File: config.mk
export PLATFORM = sky130hd
export DESIGN_NAME = muldiv_unit_flat
export DESIGN_NICKNAME = d
export VERILOG_FILES = /design/src/rtl/muldiv_unit_if.sv /design/src/rtl/muldiv_unit.sv /design/src/flat_wrapper.sv
export SDC_FILE = /design/constraint.sdc
export NUM_CORES = 1
export LEC_CHECK = 0
export ABC_CLOCK_PERIOD_IN_PS = 8500
export CAP_MARGIN = 25
export CORE_MARGIN = 10
export CORE_UTILIZATION = 35
export DETAILED_ROUTE_END_ITERATION = 8
export SLEW_MARGIN = 0
export SYNTH_ARGS = -nofsm -noshare
export SYNTH_HDL_FRONTEND = slang
export SYNTH_SLANG_ARGS = --single-unit
File: constraint.sdc
create_clock -name clk -period 8.5 [get_ports clk]
set_input_delay 1.7 -clock clk [delete_from_list [all_inputs] [get_ports clk]]
set_output_delay 1.7 -clock clk [all_outputs]
set_load 0.1 [all_outputs]
File: src/rtl/muldiv_unit_if.sv
// Request/result bundle between the datapath controller and the iterative
// multiply/divide unit; the controller uses master, the unit uses slave.
interface muldiv_unit_if #(
    parameter int WIDTH = 32
);
    logic             start;
    logic [3:0]       alucontrol;
    logic [WIDTH-1:0] a;
    logic [WIDTH-1:0] b;
    logic             busy;
    logic             done;
    logic [WIDTH-1:0] hi;
    logic [WIDTH-1:0] lo;
    logic             divzero;

    modport master (
        output start, alucontrol, a, b,
        input  busy, done, hi, lo, divzero
    );

    modport slave (
        input  start, alucontrol, a, b,
        output busy, done, hi, lo, divzero
    );
endinterface

File: src/rtl/muldiv_unit.sv
// Iterative signed multiply (shift-add) / divide (restoring) into HI/LO.
// Define MULDIV_UNSIGNED_EN to also accept multu (4'b1100) and divu (4'b1101).
module muldiv_unit #(
    parameter int WIDTH = 32
) (
    input logic           clk,
    input logic           reset,
    muldiv_unit_if.slave  bus
);
    localparam int CW = $clog2(WIDTH);
    localparam logic [CW-1:0] LAST = CW'(WIDTH - 1);

    typedef enum logic [1:0] {IDLE, CALC, SIGN, DONE} state_t;

    state_t                 state_q, state_d;
    logic                   busy_q, busy_d;
    logic                   done_q, done_d;
    logic                   divzero_q, divzero_d;
    logic [WIDTH-1:0]       hi_q, hi_d;
    logic [WIDTH-1:0]       lo_q, lo_d;
    logic [CW-1:0]          cnt_q, cnt_d;
    logic [2*WIDTH-1:0]     acc_q, acc_d;
    logic                   is_div_q, is_div_d;
    logic                   dz_q, dz_d;
    logic                   sa_q, sa_d;
    logic                   sb_q, sb_d;
    logic [WIDTH-1:0]       amag_q, amag_d;
    logic [WIDTH-1:0]       bmag_q, bmag_d;

    logic signed [WIDTH-1:0] a_s;
    logic signed [WIDTH-1:0] b_s;
    logic [WIDTH-1:0]       acc_hi;
    logic [WIDTH-1:0]       acc_lo;
    logic [WIDTH:0]         sum;
    logic [WIDTH:0]         shifted;
    logic [WIDTH:0]         diff;
    logic [2*WIDTH-1:0]     prod;
    logic                   unsigned_op;

    assign a_s    = bus.a;
    assign b_s    = bus.b;
    assign acc_hi = acc_q[2*WIDTH-1:WIDTH];
    assign acc_lo = acc_q[WIDTH-1:0];

    // -2^(W-1) maps to the unsigned value 2^(W-1), which still fits in W bits.
    function automatic logic [WIDTH-1:0] mag(input logic signed [WIDTH-1:0] x);
        return x[WIDTH-1] ? $unsigned(-x) : $unsigned(x);
    endfunction

    function automatic logic [WIDTH-1:0] apply_sign(input logic neg, input logic [WIDTH-1:0] x);
        return neg ? -x : x;
    endfunction

    function automatic logic op_ok(input logic [3:0] code);
`ifdef MULDIV_UNSIGNED_EN
        return (code == 4'b1010) || (code == 4'b1011) || (code == 4'b1100) || (code == 4'b1101);
`else
        return (code == 4'b1010) || (code == 4'b1011);
`endif
    endfunction

    always_comb begin
        state_d     = state_q;
        busy_d      = busy_q;
        done_d      = 1'b0;
        divzero_d   = 1'b0;
        hi_d        = hi_q;
        lo_d        = lo_q;
        cnt_d       = cnt_q;
        acc_d       = acc_q;
        is_div_d    = is_div_q;
        dz_d        = dz_q;
        sa_d        = sa_q;
        sb_d        = sb_q;
        amag_d      = amag_q;
        bmag_d      = bmag_q;
        sum         = '0;
        shifted     = '0;
        diff        = '0;
        prod        = '0;
        unsigned_op = 1'b0;

        case (state_q)
            IDLE, DONE: begin
                state_d = IDLE;
                if (bus.start && op_ok(bus.alucontrol)) begin
`ifdef MULDIV_UNSIGNED_EN
                    unsigned_op = bus.alucontrol[2];
`endif
                    // Unsigned ops clear the signs so the SIGN step becomes a pass-through.
                    is_div_d = bus.alucontrol[0];
                    sa_d     = !unsigned_op && a_s[WIDTH-1];
                    sb_d     = !unsigned_op && b_s[WIDTH-1];
                    amag_d   = unsigned_op ? bus.a : mag(a_s);
                    bmag_d   = unsigned_op ? bus.b : mag(b_s);
                    dz_d     = (bus.b == '0);
                    cnt_d    = '0;
                    acc_d    = {{WIDTH{1'b0}}, (bus.alucontrol[0] ? amag_d : bmag_d)};
                    busy_d   = 1'b1;
                    state_d  = CALC;
                end
            end
            CALC: begin
                if (is_div_q) begin
                    // Restoring step: acc_hi is the partial remainder, acc_lo the quotient.
                    shifted = {acc_hi, acc_lo[WIDTH-1]};
                    diff    = shifted - {1'b0, bmag_q};
                    if (!diff[WIDTH])
                        acc_d = {diff[WIDTH-1:0], acc_lo[WIDTH-2:0], 1'b1};
                    else
                        acc_d = {shifted[WIDTH-1:0], acc_lo[WIDTH-2:0], 1'b0};
                end else begin
                    sum   = {1'b0, acc_hi} + (acc_lo[0] ? {1'b0, amag_q} : {(WIDTH+1){1'b0}});
                    acc_d = {sum, acc_lo[WIDTH-1:1]};
                end
                cnt_d = cnt_q + 1'b1;
                if (cnt_q == LAST)
                    state_d = SIGN;
            end
            SIGN: begin
                if (is_div_q) begin
                    if (dz_q) begin
                        hi_d      = apply_sign(sa_q, amag_q);
                        lo_d      = '1;
                        divzero_d = 1'b1;
                    end else begin
                        hi_d = apply_sign(sa_q, acc_hi);
                        lo_d = apply_sign(sa_q ^ sb_q, acc_lo);
                    end
                end else begin
                    prod = (sa_q ^ sb_q) ? -acc_q : acc_q;
                    hi_d = prod[2*WIDTH-1:WIDTH];
                    lo_d = prod[WIDTH-1:0];
                end
                busy_d  = 1'b0;
                done_d  = 1'b1;
                state_d = DONE;
            end
            default: state_d = IDLE;
        endcase
    end

    always_ff @(posedge clk) begin
        cnt_q    <= cnt_d;
        acc_q    <= acc_d;
        is_div_q <= is_div_d;
        dz_q     <= dz_d;
        sa_q     <= sa_d;
        sb_q     <= sb_d;
        amag_q   <= amag_d;
        bmag_q   <= bmag_d;
        if (reset) begin
            state_q   <= IDLE;
            busy_q    <= 1'b0;
            done_q    <= 1'b0;
            divzero_q <= 1'b0;
            hi_q      <= '0;
            lo_q      <= '0;
        end else begin
            state_q   <= state_d;
            busy_q    <= busy_d;
            done_q    <= done_d;
            divzero_q <= divzero_d;
            hi_q      <= hi_d;
            lo_q      <= lo_d;
        end
    end

    assign bus.busy    = busy_q;
    assign bus.done    = done_q;
    assign bus.divzero = divzero_q;
    assign bus.hi      = hi_q;
    assign bus.lo      = lo_q;
endmodule
File: src/flat_wrapper.sv
// flat-port wrapper written by rule: the top's interface ports become plain ports
module muldiv_unit_flat 
#(
    parameter int WIDTH = 32
)
  (clk, reset, bus_start, bus_alucontrol, bus_a, bus_b, bus_busy, bus_done, bus_hi, bus_lo, bus_divzero);
  muldiv_unit_if #(.WIDTH(WIDTH)) bus_i ();
  input logic clk;
  input logic reset;
  input wire logic [$bits(bus_i.start)-1:0] bus_start;
  input wire logic [$bits(bus_i.alucontrol)-1:0] bus_alucontrol;
  input wire logic [$bits(bus_i.a)-1:0] bus_a;
  input wire logic [$bits(bus_i.b)-1:0] bus_b;
  output wire logic [$bits(bus_i.busy)-1:0] bus_busy;
  output wire logic [$bits(bus_i.done)-1:0] bus_done;
  output wire logic [$bits(bus_i.hi)-1:0] bus_hi;
  output wire logic [$bits(bus_i.lo)-1:0] bus_lo;
  output wire logic [$bits(bus_i.divzero)-1:0] bus_divzero;
  assign bus_i.start = bus_start;
  assign bus_i.alucontrol = bus_alucontrol;
  assign bus_i.a = bus_a;
  assign bus_i.b = bus_b;
  assign bus_busy = bus_i.busy;
  assign bus_done = bus_i.done;
  assign bus_hi = bus_i.hi;
  assign bus_lo = bus_i.lo;
  assign bus_divzero = bus_i.divzero;
  muldiv_unit #(.WIDTH(WIDTH)) u_core (.clk(clk), .reset(reset), .bus(bus_i));
endmodule
==> results of run 1 <==
cell usage in the layout (no fill, tap or decap), drive strengths merged, types with 26 or more instances in the layout:
cell / instances
nand2: 184
o21ai: 161
nor2: 159
edfxtp: 137
clkdlybuf4s50: 136
a21oi: 128
xnor2: 110
inv: 80
ha: 73
dfxtp: 69
xor2: 59
mux2i: 49
nor3: 45
and2: 41
a31oi: 38
nand3: 36
clkbuf: 34
nor4: 33
nand2b: 30
a21o: 30
o22ai: 29
or3: 27
o31ai: 26
mux2: 26
logic make-up (layout without fill, tap and decap cells):
logic type	count (synthesis)	in the layout	synth area share
AOI/OAI and AO/OA	571	571	0.222
xor gates and xnor gates	169	169	0.0897
adders and majority gates	75	75	0.0578
buffers and inverters	195	285	0.0463
DFF	206	206	0.333
muxes	79	79	0.0530
and+or+nand+nor	655	655	0.198
routing by layer:
layer / vias to the layer above / wire length, um / track usage
li1: 7390 / - / -
met1: 7547 / 25500 / 0.257
met2: 549 / 28400 / 0.338
met3: 129 / 3650 / 0.0291
met4: 2 / 2800 / 0.0913
met5: - / 11 / 0
final timing paths:
check                                 start                              to  slack (ps)  cells after the start
min           u_core.bus.hi[2]$_SDFFE_PP0P_   u_core.bus.hi[2]$_SDFFE_PP0P_         440                      2
min reg2reg   u_core.bus.hi[2]$_SDFFE_PP0P_   u_core.bus.hi[2]$_SDFFE_PP0P_         440                      2
max          u_core.acc_q[32]$_SDFFCE_PN0P_  u_core.acc_q[62]$_SDFFCE_PN0P_        4060                     11
max reg2reg  u_core.acc_q[32]$_SDFFCE_PN0P_  u_core.acc_q[62]$_SDFFCE_PN0P_        4060                     11
flip-flops by register name (all words and copies together), names as in the netlist, 2 cells and up:
register / count
u_core.cnt_q: 5
u_core.state_q: 2
u_core.bus.hi: 32
u_core.acc_q: 64
u_core.amag_q: 32
u_core.bmag_q: 32
u_core.bus.lo: 32
final cells by class:
type | instances | area, um^2
fillers | 4576 | 27300
multi-input cells | 1549 | 10300
flip-flops and latches | 206 | 5500
repair buffers | 160 | 1580
well taps | 607 | 759
clock buffers | 34 | 711
inverters | 80 | 300
clock inverters | 11 | 149
tightest hold or removal path, stage by stage (launching register included):
cell and delay, ps:
dfxtp_1 310, nand2_1 50, nand2_1 40
power by group through the flow:
stage	combinational, uW	clock (uW)	sequential, uW
after floorplan	381	0	1490
after CTS	914	1150	1210
final	917	1130	1210
after detailed placement	911	0	1230
after global routing	975	1190	1220
after global placement	905	0	1230
metrics by stage:
stage          instance area (um^2)  total power (uW)   util  setup WS [ps]
3_3_place_gp                  18300              2140  0.394           3610
6_report                      19300              3260  0.414           4060
3_5_place_dp                  18300              2150  0.394           3630
2_1_floorplan                 16500              1870      -           1940
4_1_cts                       19200              3280  0.413           4080
5_1_grt                       19300              3380  0.414           3660
==> results.md, run 1 <==
* Outcome: complete, no violations
* Cell taking the most area after synthesis: edfxtp_1
* Synthesized area at 16500 um^2
* Reg clk slew, reported paths at 70 ps
* Critical-path cell list: inv_1 -> fa_1 -> nand2b_1 -> a21oi_1 -> o21ai_0 -> a2111oi_2 -> o2111ai_1 -> nand3_1 -> nand3_2 -> mux2i_1 -> o221ai_1
* Initial antenna violation count at 7
* Worst path buffer plus inverter count at 1
* CP delay by family, top: compound AO/OA/AOI/OAI gates
* Tcrit/Tclk final at 0.523
* CTS resizes at 0
* Count leader, synth: nand2_1
* Core Footprint at 46600 um^2
* Worst Clk Skew at 16.0 ps
* Total Wirelength at 60400 um
* Finished Layout Cells at 2647
* #FFs+latches synth at 206
* Row cnt at 79
* WP data arrival at 4740 ps
* CP Launch Type: flop
* Global-route wire length before repair at 90500 um
* Slew Limit Fails at 0
* Seq/Total Area, Yosys at 0.333
* Hold_buf cts at 0
* Total GRT Usage at 0.204
* Top post-synthesis cells by area: edfxtp_1 25%, dfxtp_1 8.4%, xnor2_1 5.8%
* Slowest stage delay, CP at 650 ps
* Layout area overhead at 16.8%
* Hold_ws at 445 ps
* Via density at 5.90
* Clk_lat worst skew at 570 ps
* Initial core utilization at 0.354
* Inst Count DP at 2600
* Synth cell count leaders: 184 x nand2_1, 159 x nor2_1, 158 x o21ai_0
* Synthesized Nets at 2096
* Wirelength per Cell at 22.8 um
* Longest Clk Path Bufs at 3
* Antenna Violating Nets Remaining at 0
* PwrDens at 169 nW/um^2
* Post-synth EDFFs at 137
* Tmin final at 4440 ps
* Hold/Removal Path Class: reg -> reg
* Final nets at 2168
* Ys async rst share at 0
* Switching part of the total at 0.353
* Fraction of layout cells with a size suffix above 1 at 0.0637
* H-tree depth at 1
* Clock share of power at 0.347
* Switch Pwr at 1150 uW
* Slowest cell on crit path: nand3_2
* Iteration-0 DRC Markers at 1378
* CTS tree: yes
* Critical path type: reg -> reg
* Unique masters post-synth at 86
* Setup bufs post-CTS at 0
* DP HPWL at 46000 um
* Worst-margin pin slew at 1030 ps
* Cell count after synthesis at 1950
* Die X at 237 um
* PortBufs at 137
* Clk Tree Root Cell: clkbuf_16
* Ports at 138
* Ys flop type: edfxtp_1
* DRT Pass-1 Iters at 5
* DIE AREA at 56200 um^2
* Reg power frac at 0.372
* Die span in y at 237 um
* Total clock buffers created by CTS at 25
* Max Cap Viol at 0
* Gate power share at 0.281
* Ys Warns at 0
* Yosys top cell area share at 0.249
* Fmax at 225 MHz
* Peak supply drop at 0.129 mV
* GRT Residual Overflow at 0
* Setup repair after global routing missed its margin: no
* Pin count of the biggest net entering global routing at 102
* Setup Total Neg Slack at 0 ps
* DRC errors left at 0
* CTS sink cnt at 206
* Fin. Hold Viols at 0
* Syn_area_per_cell at 8.46 um^2
* N_diodes at 0
* Leak at 0.00697 uW
* CP required at 8800 ps
* DR vias at 15600
* Placer congestion estimate at 0.964
* P_int at 2110 uW
* Crit Path Max Fanout at 29
* Slew HR at 0.315
* Final setup viols at 0
* Vias in the first global route at 14900
* CP Capture Type: flop
Note: power is estimated with default switching activity, not from simulation.
==> inputs of run 2 (changes only) <==
--- a/config.mk
+++ b/config.mk
@@ -5,7 +5,7 @@
 export SDC_FILE = /design/constraint.sdc
 export NUM_CORES = 1
 export LEC_CHECK = 0
-export ABC_CLOCK_PERIOD_IN_PS = 8500
+export ABC_CLOCK_PERIOD_IN_PS = 3560
 export CAP_MARGIN = 25
 export CORE_MARGIN = 10
 export CORE_UTILIZATION = 35
==> constraint.sdc (replaced) <==
create_clock -name clk -period 3.56 [get_ports clk]
set_input_delay 0.712 -clock clk [delete_from_list [all_inputs] [get_ports clk]]
set_output_delay 0.712 -clock clk [all_outputs]
set_load 0.1 [all_outputs]
==> results.md, run 2 (synthesized netlist as in run 1, its figures left out) <==
* Outcome: complete, no violations (unchanged)
* DIE AREA at 56200 um^2 (unchanged)
* Setup Total Neg Slack at 0 ps (unchanged)
* Vias in the first global route at 15900 (was 14900)
* Reg clk slew, reported paths at 60 ps (was 70 ps)
* GRT Residual Overflow at 0 (unchanged)
* Layout area overhead at 25.4% (was 16.8%)
* Highest Signal Layer: met4 (was met5)
* Longest Clk Path Bufs at 3 (unchanged)
* Hold/Removal Path Class: reg -> reg (unchanged)
* WP depth at 11 (unchanged)
* CTS tree: yes (unchanged)
* DR vias at 16300 (was 15600)
* Critical-path cell list: buf_6 -> and2_1 -> ha_1 -> and4_1 -> a221o_1 -> a31o_2 -> a31o_2 -> a211o_1 -> a41oi_2 -> xor2_1 -> a2111oi_2 (was inv_1 -> fa_1 -> nand2b_1 -> a21oi_1 -> o21ai_0 -> a2111oi_2 -> o2111ai_1 -> nand3_1 -> nand3_2 -> mux2i_1 -> o221ai_1)
* Slowest cell on crit path: edfxtp_1 (was nand3_2)
* Leak at 0.00781 uW (was 0.00697 uW)
* Ports at 138 (unchanged)
* Dpl ws at -188 ps (was 3630 ps)
* DP HPWL at 49400 um (was 46000 um)
* Final setup margin at 128 ps (was 4060 ps)
* Clk Tree Root Cell: clkbuf_16 (unchanged)
* PortBufs at 137 (unchanged)
* N_diodes at 0 (unchanged)
* Critical path type: reg -> reg (unchanged)
* Die span in y at 237 um (unchanged)
* Max Cap Viol at 0 (unchanged)
* Row cnt at 79 (unchanged)
* Fraction of layout cells with a size suffix above 1 at 0.151 (was 0.0637)
* Most common cell after layout, fill and taps aside: buf_4 (was nand2_1)
* Most used cell, CP: a31o_2
* Hold path cells at 2 (unchanged)
* R2R cell count at 11 (unchanged)
* Worst-margin pin slew at 1010 ps (was 1030 ps)
* Via density at 5.78 (was 5.90)
* Clk_lat worst skew at 570 ps (about the same)
* Final setup viols at 0 (unchanged)
* Placer congestion estimate at 0.944 (was 0.964)
* Wirelength per Cell at 22.1 um (was 22.8 um)
* Worst path buffer plus inverter count at 1 (unchanged)
* DRC errors left at 0 (unchanged)
* Fin. Hold Viols at 0 (unchanged)
* Die X at 237 um (unchanged)
* Global-route wire length before repair at 94200 um (was 90500 um)
* Metal-1 WL at 26400 um (was 25500 um)
* Max reg flops at 64 (unchanged)
* PwrDens at 380 nW/um^2 (was 169 nW/um^2)
* CP required at 3920 ps (was 8800 ps)
* Placed inst area at 19600 um^2 (was 18300 um^2)
* Worst Clk Skew at 25.9 ps (was 16.0 ps)
* Routed wl met2 at 30500 um (was 28400 um)
* Tcrit/Tclk final at 0.964 (was 0.523)
* Total Wirelength at 62000 um (was 60400 um)
* Peak supply drop at 0.363 mV (was 0.129 mV)
* Total GRT Usage at 0.211 (was 0.204)
* Fmax at 291 MHz (was 225 MHz)
* DRT Pass-1 Iters at 5 (unchanged)
* Iteration-0 DRC Markers at 1329 (was 1378)
* WP data arrival at 3790 ps (was 4740 ps)
* Most flops, register: u_core.acc_q (unchanged)
* CP Launch Type: flop (unchanged)
* Total clock buffers created by CTS at 24 (was 25)
* Tmin final at 3430 ps (was 4440 ps)
* Hold_buf cts at 0 (unchanged)
* Met3 WL post-DR at 3190 um (was 3650 um)
* Initial core utilization at 0.354 (unchanged)
* Design Area, Final at 20700 um^2 (was 19300 um^2)
* Slew Limit Fails at 0 (unchanged)
* Crit Path Max Fanout at 12 (was 29)
* Antenna Violating Nets Remaining at 0 (unchanged)
* Pin count of the biggest net entering global routing at 116 (was 102)
* Final nets at 2334 (was 2168)
* CP delay by family, top: compound AO/OA/AOI/OAI gates (unchanged)
* R2r setup slk at 130 ps (was 4060 ps)
* Initial antenna violation count at 2 (was 7)
* H-tree depth at 1 (unchanged)
* Most frequent cells in the layout: 192 x buf_4, 184 x nand2_1, 157 x nor2_1 (was 184 x nand2_1, 159 x nor2_1, 157 x o21ai_0)
* Setup repair after global routing missed its margin: yes (was no)
* Slew HR at 0.326 (was 0.315)
* Core Footprint at 46600 um^2 (unchanged)
* CP Capture Type: flop (unchanged)
* CTS sink cnt at 206 (unchanged)
* Slowest stage delay, CP at 480 ps (was 650 ps)
run 2: cell types whose count changed in the layout (fill, tap and decap cells not counted), sizes merged:
cell,change
buf,+178
clkdlybuf4s50,-11
clkbuf,-7
clkinv,+3
clkinvlp,+2
run 2: worst reg2reg max path: stages (launching register included):
cell and delay [ps]:
edfxtp_1 480, buf_6 190, and2_1 140, ha_1 320
and4_1 230, a221o_1 350, a31o_2 290, a31o_2 240
a211o_1 350, a41oi_2 200, xor2_1 100, a2111oi_2 350
run 2: path summary, 6_finish.rpt:
path	endpoint	start
max	u_core.acc_q[60]$_SDFFCE_PN0P_	u_core.acc_q[0]$_DFFE_PP_
max reg2reg	u_core.acc_q[60]$_SDFFCE_PN0P_	u_core.acc_q[0]$_DFFE_PP_
min	u_core.bus.hi[16]$_SDFFE_PP0P_	u_core.bus.hi[16]$_SDFFE_PP0P_
min reg2reg	u_core.bus.hi[16]$_SDFFE_PP0P_	u_core.bus.hi[16]$_SDFFE_PP0P_
run 2: layer usage:
layer,global-route usage,vias to the layer above
met5,0,-
met4,0.0699,0
li1,-,7726
met3,0.0263,103
met2,0.371,530
met1,0.262,7895
run 2: power by group:
| group | switching, uW | total, uW | internal, uW |
|---|---|---|---|
| clock network | 1090 | 2620 | 1530 |
| registers | 126 | 2860 | 2730 |
| logic | 1600 | 2380 | 785 |
run 2: layout make-up:
class	count	area, um^2
inverter	80	300
clock buffer	27	636
tap	607	759
clock inverter	16	208
sequential	206	5500
timing repair buffer	327	2870
multi-input combinational	1549	10400
fill	4632	25900
run 2: what timing repair did:
item                       in CTS  in global routing
gates resized for setup         9                 25
setup buffers                   1                  4
pin swaps                       2                  7
gates cloned                    0                  0
setup endpoints to repair      30                 27
run 2: stage by stage:
step	std cells	total power [uW]	hold WS [ps]	util
CTS	2808	7880	467	0.441
finish	2812	7860	461	0.444
global route	2812	8170	494	0.444
detailed placement	2764	5270	452	0.422
global placement	2764	5240	440	0.422
floorplan	1950	4450	493	-
